File: config.mk
export PLATFORM = sky130hd
export DESIGN_NAME = alu_result_stage_flat
export DESIGN_NICKNAME = d
export VERILOG_FILES = /design/src/rtl/alu_result_stage_pkg.sv /design/src/rtl/alu_result_stage_if.sv /design/src/rtl/alu_result_stage_fifo.sv /design/src/rtl/alu_result_stage.sv /design/src/flat_wrapper.sv
export SDC_FILE = /design/constraint.sdc
export NUM_CORES = 1
export LEC_CHECK = 0
export BUFFER_PORTS_ARGS = -buffer_cell sky130_fd_sc_hd__buf_2
export CORE_ASPECT_RATIO = 0.8
export CORE_MARGIN = 4
export CORE_UTILIZATION = 47
export DETAILED_ROUTE_END_ITERATION = 8
export PLACE_DENSITY = 0.75
export SETUP_SLACK_MARGIN = 0.2
export SYNTH_ARGS = -nofsm -noshare
export SYNTH_HDL_FRONTEND = slang
export SYNTH_HIERARCHICAL = 1
export SYNTH_SLANG_ARGS = --single-unit
File: constraint.sdc
create_clock -name clk -period 1.5 [get_ports clk]
set_input_delay 0.075 -clock clk [delete_from_list [all_inputs] [get_ports clk]]
set_output_delay 0.075 -clock clk [all_outputs]
set_load 0.005 [all_outputs]
File: src/rtl/alu_result_stage_pkg.sv
// alu_result_stage_pkg: shared opcodes, default width and the buffered result entry layout.
package alu_pkg;
    localparam int WIDTH = 4;
    localparam logic [1:0] OP_ADD = 2'b01;
    localparam logic [1:0] OP_SUB = 2'b10;
    typedef struct packed {
        logic [WIDTH-1:0] y;
        logic             carry;
        logic             ovf;
        logic             zero;
        logic             neg;
        logic             err;
    } result_entry_t;
endpackage

File: src/rtl/alu_result_stage_if.sv
// alu_result_stage_if: upstream operation/result bundle and downstream FIFO head handshake.
interface alu_result_stage_if #(
    parameter int WIDTH = 4,
    parameter int ERR_W = 8
);
    logic             in_valid;
    logic             in_ready;
    logic [1:0]       opCode;
    logic [WIDTH-1:0] add_Y;
    logic [WIDTH-1:0] sub_Y;
    logic             CarryOUT;
    logic             overflow;
    logic             chain_en;
    logic             chain_clr;
    logic             CarryChain;
    logic             out_valid;
    logic             out_ready;
    logic [WIDTH-1:0] out_Y;
    logic             out_carry;
    logic             out_ovf;
    logic             out_zero;
    logic             out_neg;
    logic             out_err;
    logic [ERR_W-1:0] err_count;
    modport master (
        output in_valid, opCode, add_Y, sub_Y, CarryOUT, overflow, chain_en, chain_clr, out_ready,
        input  in_ready, CarryChain, out_valid, out_Y, out_carry, out_ovf, out_zero, out_neg,
               out_err, err_count
    );
    modport slave (
        input  in_valid, opCode, add_Y, sub_Y, CarryOUT, overflow, chain_en, chain_clr, out_ready,
        output in_ready, CarryChain, out_valid, out_Y, out_carry, out_ovf, out_zero, out_neg,
               out_err, err_count
    );
endinterface

File: src/rtl/alu_result_stage_fifo.sv
// result_fifo: DEPTH-entry FIFO of result entries; head is read straight from storage.
module result_fifo
    import alu_pkg::*;
#(
    parameter int DEPTH = 2
) (
    input  logic          clk,
    input  logic          reset,
    input  logic          push_i,
    input  logic          pop_i,
    input  result_entry_t wdata_i,
    output result_entry_t rdata_o,
    output logic          full_o,
    output logic          empty_o
);
    localparam int PW = DEPTH > 1 ? $clog2(DEPTH) : 1;
    localparam int CW = $clog2(DEPTH + 1);
    result_entry_t mem_q [DEPTH];
    logic [PW-1:0] wr_q, wr_d, rd_q, rd_d;
    logic [CW-1:0] cnt_q, cnt_d;
    always_comb begin
        full_o  = cnt_q == CW'(DEPTH);
        empty_o = cnt_q == '0;
        wr_d    = push_i ? (wr_q == PW'(DEPTH - 1) ? '0 : wr_q + 1'b1) : wr_q;
        rd_d    = pop_i ? (rd_q == PW'(DEPTH - 1) ? '0 : rd_q + 1'b1) : rd_q;
        cnt_d   = cnt_q + CW'(push_i) - CW'(pop_i);
    end
    assign rdata_o = mem_q[rd_q];
    // Storage is cleared on reset so the head outputs read as zero afterwards.
    always_ff @(posedge clk) begin
        if (reset) begin
            wr_q  <= '0;
            rd_q  <= '0;
            cnt_q <= '0;
            for (int i = 0; i < DEPTH; i++) mem_q[i] <= '0;
        end else begin
            wr_q  <= wr_d;
            rd_q  <= rd_d;
            cnt_q <= cnt_d;
            if (push_i) mem_q[wr_q] <= wdata_i;
        end
    end
endmodule

File: src/rtl/alu_result_stage.sv
// alu_result_stage: classifies add/sub results, buffers them with flags, chains carry and counts illegal ops.
module alu_result_stage #(
    parameter int WIDTH = alu_pkg::WIDTH,
    parameter int DEPTH = 2,
    parameter int ERR_W = 8
) (
    input  logic              clk,
    input  logic              reset,
    alu_result_stage_if.slave bus
);
    alu_pkg::result_entry_t entry, head;
    logic             legal, push, pop, full, empty;
    logic [WIDTH-1:0] y;
    logic             carry_q, carry_d;
    logic [ERR_W-1:0] err_q, err_d;
    always_comb begin
        legal   = bus.opCode == alu_pkg::OP_ADD || bus.opCode == alu_pkg::OP_SUB;
        y       = bus.add_Y | bus.sub_Y;
        push    = bus.in_valid & ~full;
        pop     = ~empty & bus.out_ready;
        entry   = legal ? alu_pkg::result_entry_t'{y: y, carry: bus.CarryOUT, ovf: bus.overflow,
                                                   zero: y == '0, neg: y[WIDTH-1], err: 1'b0}
                        : alu_pkg::result_entry_t'{err: 1'b1, default: '0};
        carry_d = bus.chain_clr ? 1'b0 : (push & legal) ? bus.chain_en & bus.CarryOUT : carry_q;
        err_d   = (push & ~legal & ~&err_q) ? err_q + ERR_W'(1) : err_q;
    end
    always_ff @(posedge clk) begin
        if (reset) begin
            carry_q <= 1'b0;
            err_q   <= '0;
        end else begin
            carry_q <= carry_d;
            err_q   <= err_d;
        end
    end
    result_fifo #(.DEPTH(DEPTH)) u_fifo (
        .clk    (clk),
        .reset  (reset),
        .push_i (push),
        .pop_i  (pop),
        .wdata_i(entry),
        .rdata_o(head),
        .full_o (full),
        .empty_o(empty)
    );
    assign bus.in_ready   = ~full;
    assign bus.out_valid  = ~empty;
    assign bus.out_Y      = head.y;
    assign bus.out_carry  = head.carry;
    assign bus.out_ovf    = head.ovf;
    assign bus.out_zero   = head.zero;
    assign bus.out_neg    = head.neg;
    assign bus.out_err    = head.err;
    assign bus.CarryChain = carry_q;
    assign bus.err_count  = err_q;
endmodule

File: src/flat_wrapper.sv
// flat-port wrapper written by rule: the top's interface ports become plain ports
module alu_result_stage_flat 
#(
    parameter int WIDTH = alu_pkg::WIDTH,
    parameter int DEPTH = 2,
    parameter int ERR_W = 8
)
  (clk, reset, bus_in_valid, bus_opCode, bus_add_Y, bus_sub_Y, bus_CarryOUT, bus_overflow, bus_chain_en, bus_chain_clr, bus_out_ready, bus_in_ready, bus_CarryChain, bus_out_valid, bus_out_Y, bus_out_carry, bus_out_ovf, bus_out_zero, bus_out_neg, bus_out_err, bus_err_count);
  alu_result_stage_if #(.WIDTH(WIDTH), .ERR_W(ERR_W)) bus_i ();
  input  logic clk;
  input  logic reset;
  input wire logic [$bits(bus_i.in_valid)-1:0] bus_in_valid;
  input wire logic [$bits(bus_i.opCode)-1:0] bus_opCode;
  input wire logic [$bits(bus_i.add_Y)-1:0] bus_add_Y;
  input wire logic [$bits(bus_i.sub_Y)-1:0] bus_sub_Y;
  input wire logic [$bits(bus_i.CarryOUT)-1:0] bus_CarryOUT;
  input wire logic [$bits(bus_i.overflow)-1:0] bus_overflow;
  input wire logic [$bits(bus_i.chain_en)-1:0] bus_chain_en;
  input wire logic [$bits(bus_i.chain_clr)-1:0] bus_chain_clr;
  input wire logic [$bits(bus_i.out_ready)-1:0] bus_out_ready;
  output wire logic [$bits(bus_i.in_ready)-1:0] bus_in_ready;
  output wire logic [$bits(bus_i.CarryChain)-1:0] bus_CarryChain;
  output wire logic [$bits(bus_i.out_valid)-1:0] bus_out_valid;
  output wire logic [$bits(bus_i.out_Y)-1:0] bus_out_Y;
  output wire logic [$bits(bus_i.out_carry)-1:0] bus_out_carry;
  output wire logic [$bits(bus_i.out_ovf)-1:0] bus_out_ovf;
  output wire logic [$bits(bus_i.out_zero)-1:0] bus_out_zero;
  output wire logic [$bits(bus_i.out_neg)-1:0] bus_out_neg;
  output wire logic [$bits(bus_i.out_err)-1:0] bus_out_err;
  output wire logic [$bits(bus_i.err_count)-1:0] bus_err_count;
  assign bus_i.in_valid = bus_in_valid;
  assign bus_i.opCode = bus_opCode;
  assign bus_i.add_Y = bus_add_Y;
  assign bus_i.sub_Y = bus_sub_Y;
  assign bus_i.CarryOUT = bus_CarryOUT;
  assign bus_i.overflow = bus_overflow;
  assign bus_i.chain_en = bus_chain_en;
  assign bus_i.chain_clr = bus_chain_clr;
  assign bus_i.out_ready = bus_out_ready;
  assign bus_in_ready = bus_i.in_ready;
  assign bus_CarryChain = bus_i.CarryChain;
  assign bus_out_valid = bus_i.out_valid;
  assign bus_out_Y = bus_i.out_Y;
  assign bus_out_carry = bus_i.out_carry;
  assign bus_out_ovf = bus_i.out_ovf;
  assign bus_out_zero = bus_i.out_zero;
  assign bus_out_neg = bus_i.out_neg;
  assign bus_out_err = bus_i.out_err;
  assign bus_err_count = bus_i.err_count;
  alu_result_stage #(.WIDTH(WIDTH), .DEPTH(DEPTH), .ERR_W(ERR_W)) u_core (.clk(clk), .reset(reset), .bus(bus_i));
endmodule
==> flow_metrics.py <==
metrics = {
    "timing": {
        "setup_viol": 1,
        "fin_crit_ps": 1520,
        "worstMarginPinSlew_ps": 420,
        "fin_crit_sh_pct": 102,
        "relSlewSlack_pct": 72.0,
        "hold_viol_final": 0,
        "skew_ps": 13.6,
        "whs_ps": 43.0,
        "slew_violations": 0,
        "setup_slack_ps": -23.5,
        "fmax_mhz": 656,
        "rsz0062_at_grt": "true",
    },
    "critical_path": {
        "critPathMaxFanout": 4,
        "cp.arrival_ps": 1750,
        "startpoint_type": "flop",
        "path_class": "reg -> reg",
        "cp-end-kind": "flop",
        "critPathSlowestCell": "or3_4",
        "worstPathCellList": "nor2b_4, nand2b_4, or3_4, or3_1, a21oi_1",
        "slowest_delay_ps": 350,
        "crit_required_ps": 1730,
    },
    "route": {
        "routed_wl_um": 3940,
        "wl_per_cell_um": 15.8,
        "drc_errors": 0,
        "drt.antenna.violating_nets": 0,
        "vias": 1330,
        "via_per_inst": 5.34,
        "first_pass_iters": 4,
        "drtIter0Drc": 70,
    },
    "run": {
        "drv_cap": 0,
    },
    "global_route": {
        "grt_max_degree": 26,
        "antenna_found_initial": 0,
        "grt_pass1_vias": 1295,
        "grt_pass1_wl_um": 5640,
        "grt_use_total_pct": 17.8,
        "overflow": 0,
    },
    "cells_and_area": {
        "area_delta_synth_final_pct": 40.7,
        "fillCellCount": 226,
        "nets": 229,
        "n_antenna_cell": 0,
        "layout_common_cells": "37 x buf_2, 32 x nor2_1, 18 x edfxtp_1",
        "final_common_cell": "buf_2",
        "fin_util_pct": 69.0,
        "drive_above_1_share_pct": 46.9,
    },
    "synthesis": {
        "synth_xor_area_share_pct": 3.20,
        "synth_top_family_by_area": "simple AND/OR/NAND/NOR gates",
        "ys_ff_latch": 32,
        "ys_warn_count": 6,
        "synth-compound-area-share_pct": 6.48,
        "synthAdderAreaFrac_pct": 2.46,
        "avgSynthCellArea_um2": 10.3,
        "syn_nets": 169,
        "syn_area_mm2": 0.00153,
        "synth.distinct_cells": 30,
        "synth.area.mux_share_pct": 7.30,
        "synthSimpleGateAreaFrac_pct": 23.5,
        "syn_inst": 148,
        "ys_seq_area_share_pct": 53.8,
    },
    "clocking": {
        "clock-root-buffer": "clkbuf_8",
        "clk_pin_slew_ps": 80,
        "cts_tree": "built",
        "cts_buffers": 5,
        "numClockSinks": 32,
        "insertion_delay_ps": 300,
        "cts-htree-levels": 2,
        "clock_path_buffers": 2,
    },
    "pwr": {
        "cellPowerDensity_mw_per_mm2": 1360,
        "ir_drop_mv": 1.11,
        "leakagePower_nw": 0.955,
    },
    "place": {
        "post-place-ws_ps": 31.1,
        "hpwl_um": 2370,
        "port-buffer-count": 37,
        "gp_congestion": 0.842,
    },
    "floorplanning": {
        "die_h_um": 59.0,
        "start_util_pct": 49.1,
        "core_area_mm2": 0.00311,
        "io_pins": 38,
        "rows": 18,
        "fp.dieW_um": 71.7,
        "die-area_mm2": 0.00423,
    },
    "status": {
        "outcome": "finished with violations",
        "violations": "negative setup slack",
    },
    "hold_path": {
        "holdCritPathClass": "in -> reg",
    },
}
[repair_timing]
| item | CTS | global route |
|---|---|---|
| hold buffers | 1 | 0 |
| cloned | 0 | 0 |
| pin swaps | 0 | 5 |
| resized for setup | 8 | 17 |
| endpoints found under the setup margin | 52 | 53 |
| hold endpoints to repair | 1 | 0 |
| buffers inserted | 4 | 8 |
[synth_stat cells (all sizes together)]
master,number,area (um^2)
nor2,33,124
edfxtp,18,541
nand2b,15,93.8
dfxtp,14,280
mux2,9,101
inv,7,26.3
a21oi,5,25.0
buf,5,23.8
nor3,5,25.0
o21ai,4,20.0
and3,3,18.8
ha,3,37.5
nand4,3,18.8
nor2b,3,18.8
a211oi,2,15.0
a31oi,2,12.5
and2,2,15.0
nand2,2,7.51
nand3,2,10.0
or3,2,17.5
xor2,2,17.5
a311oi,1,8.76
a41oi,1,8.76
and4,1,8.76
mux2i,1,10.0
o311ai,1,8.76
xnor2,1,8.76
xnor3,1,22.5
[per-layer routing]
metal  up-vias  GRT usage (%)  wire length, um
met5         -              0                0
met4         0           9.65               55
met3         6           6.66              226
met2        50           31.3             2120
met1       637           18.5             1540
li1        637              -                -
[logic make-up after synthesis]
group | Yosys count
simple gates | 71
mux | 10
xor+xnor | 4
flops | 32
compound gates | 16
buf+inv | 12
fa+ha+maj | 3
[layout make-up]
| type | count | area [um^2] | share of cell area (%) |
|---|---|---|---|
| flip-flops and latches | 32 | 837 | 39.0 |
| multi-input cells | 104 | 758 | 35.3 |
| repair buffers | 58 | 360 | 16.8 |
| clock buffers | 5 | 68.8 | 3.21 |
| well taps | 40 | 50.0 | 2.33 |
| clock inverters | 3 | 42.5 | 1.98 |
| inverters | 7 | 28.8 | 1.34 |
[through the flow]
stage | instance area (um^2) | total power (W) | std cells | TNS, ps
2_1_floorplan | 1580 | 0.00164 | 148 | 0
3_3_place_gp | 1850 | 0.00185 | 228 | 0
3_5_place_dp | 1850 | 0.00188 | 228 | 0
4_1_cts | 2030 | 0.00279 | 241 | 0
5_1_grt | 2150 | 0.00308 | 249 | -38.6
6_report | 2150 | 0.00291 | 249 | -23.5
[final timing paths]
path / end / slack (ps) / from / depth (start not counted)
worst max-delay path: u_core/bus.err_count[4] / -20 / u_core/u_fifo/cnt_q[1] / 5
worst min-delay path: u_core/bus.CarryChain / 40 / bus_CarryOUT / 3
worst min register to register: u_core/bus.CarryChain / 510 / u_core/bus.CarryChain / 2
worst max register to register: u_core/bus.err_count[4] / -20 / u_core/u_fifo/cnt_q[1] / 5
[registers in the layout, indices dropped and copies added, names as in the netlist, named ones only]
signal	count
u_core/u_fifo/cnt_q	2
u_core/bus.err_count	8
u_core/u_fifo/rd_q	1
u_core/u_fifo/wr_q	1
u_core/u_fifo/mem_q	18
u_core/bus.CarryChain	1
[power breakdown]
group          internal [W]  switching [W]  total, W  leakage, nW
combinational      0.000522       0.000413  0.000935        0.591
sequential          0.00107      0.0000743   0.00115        0.309
clock              0.000491       0.000338  0.000829       0.0541
[critical path, delay by kind of cell (launching register included)]
kind               cells  cell delay [ps]
AOI/OAI and AO/OA      1              150
DFF                    1              340
and+or+nand+nor        4              980
No activity file was read; power rests on OpenSTA's default activity.
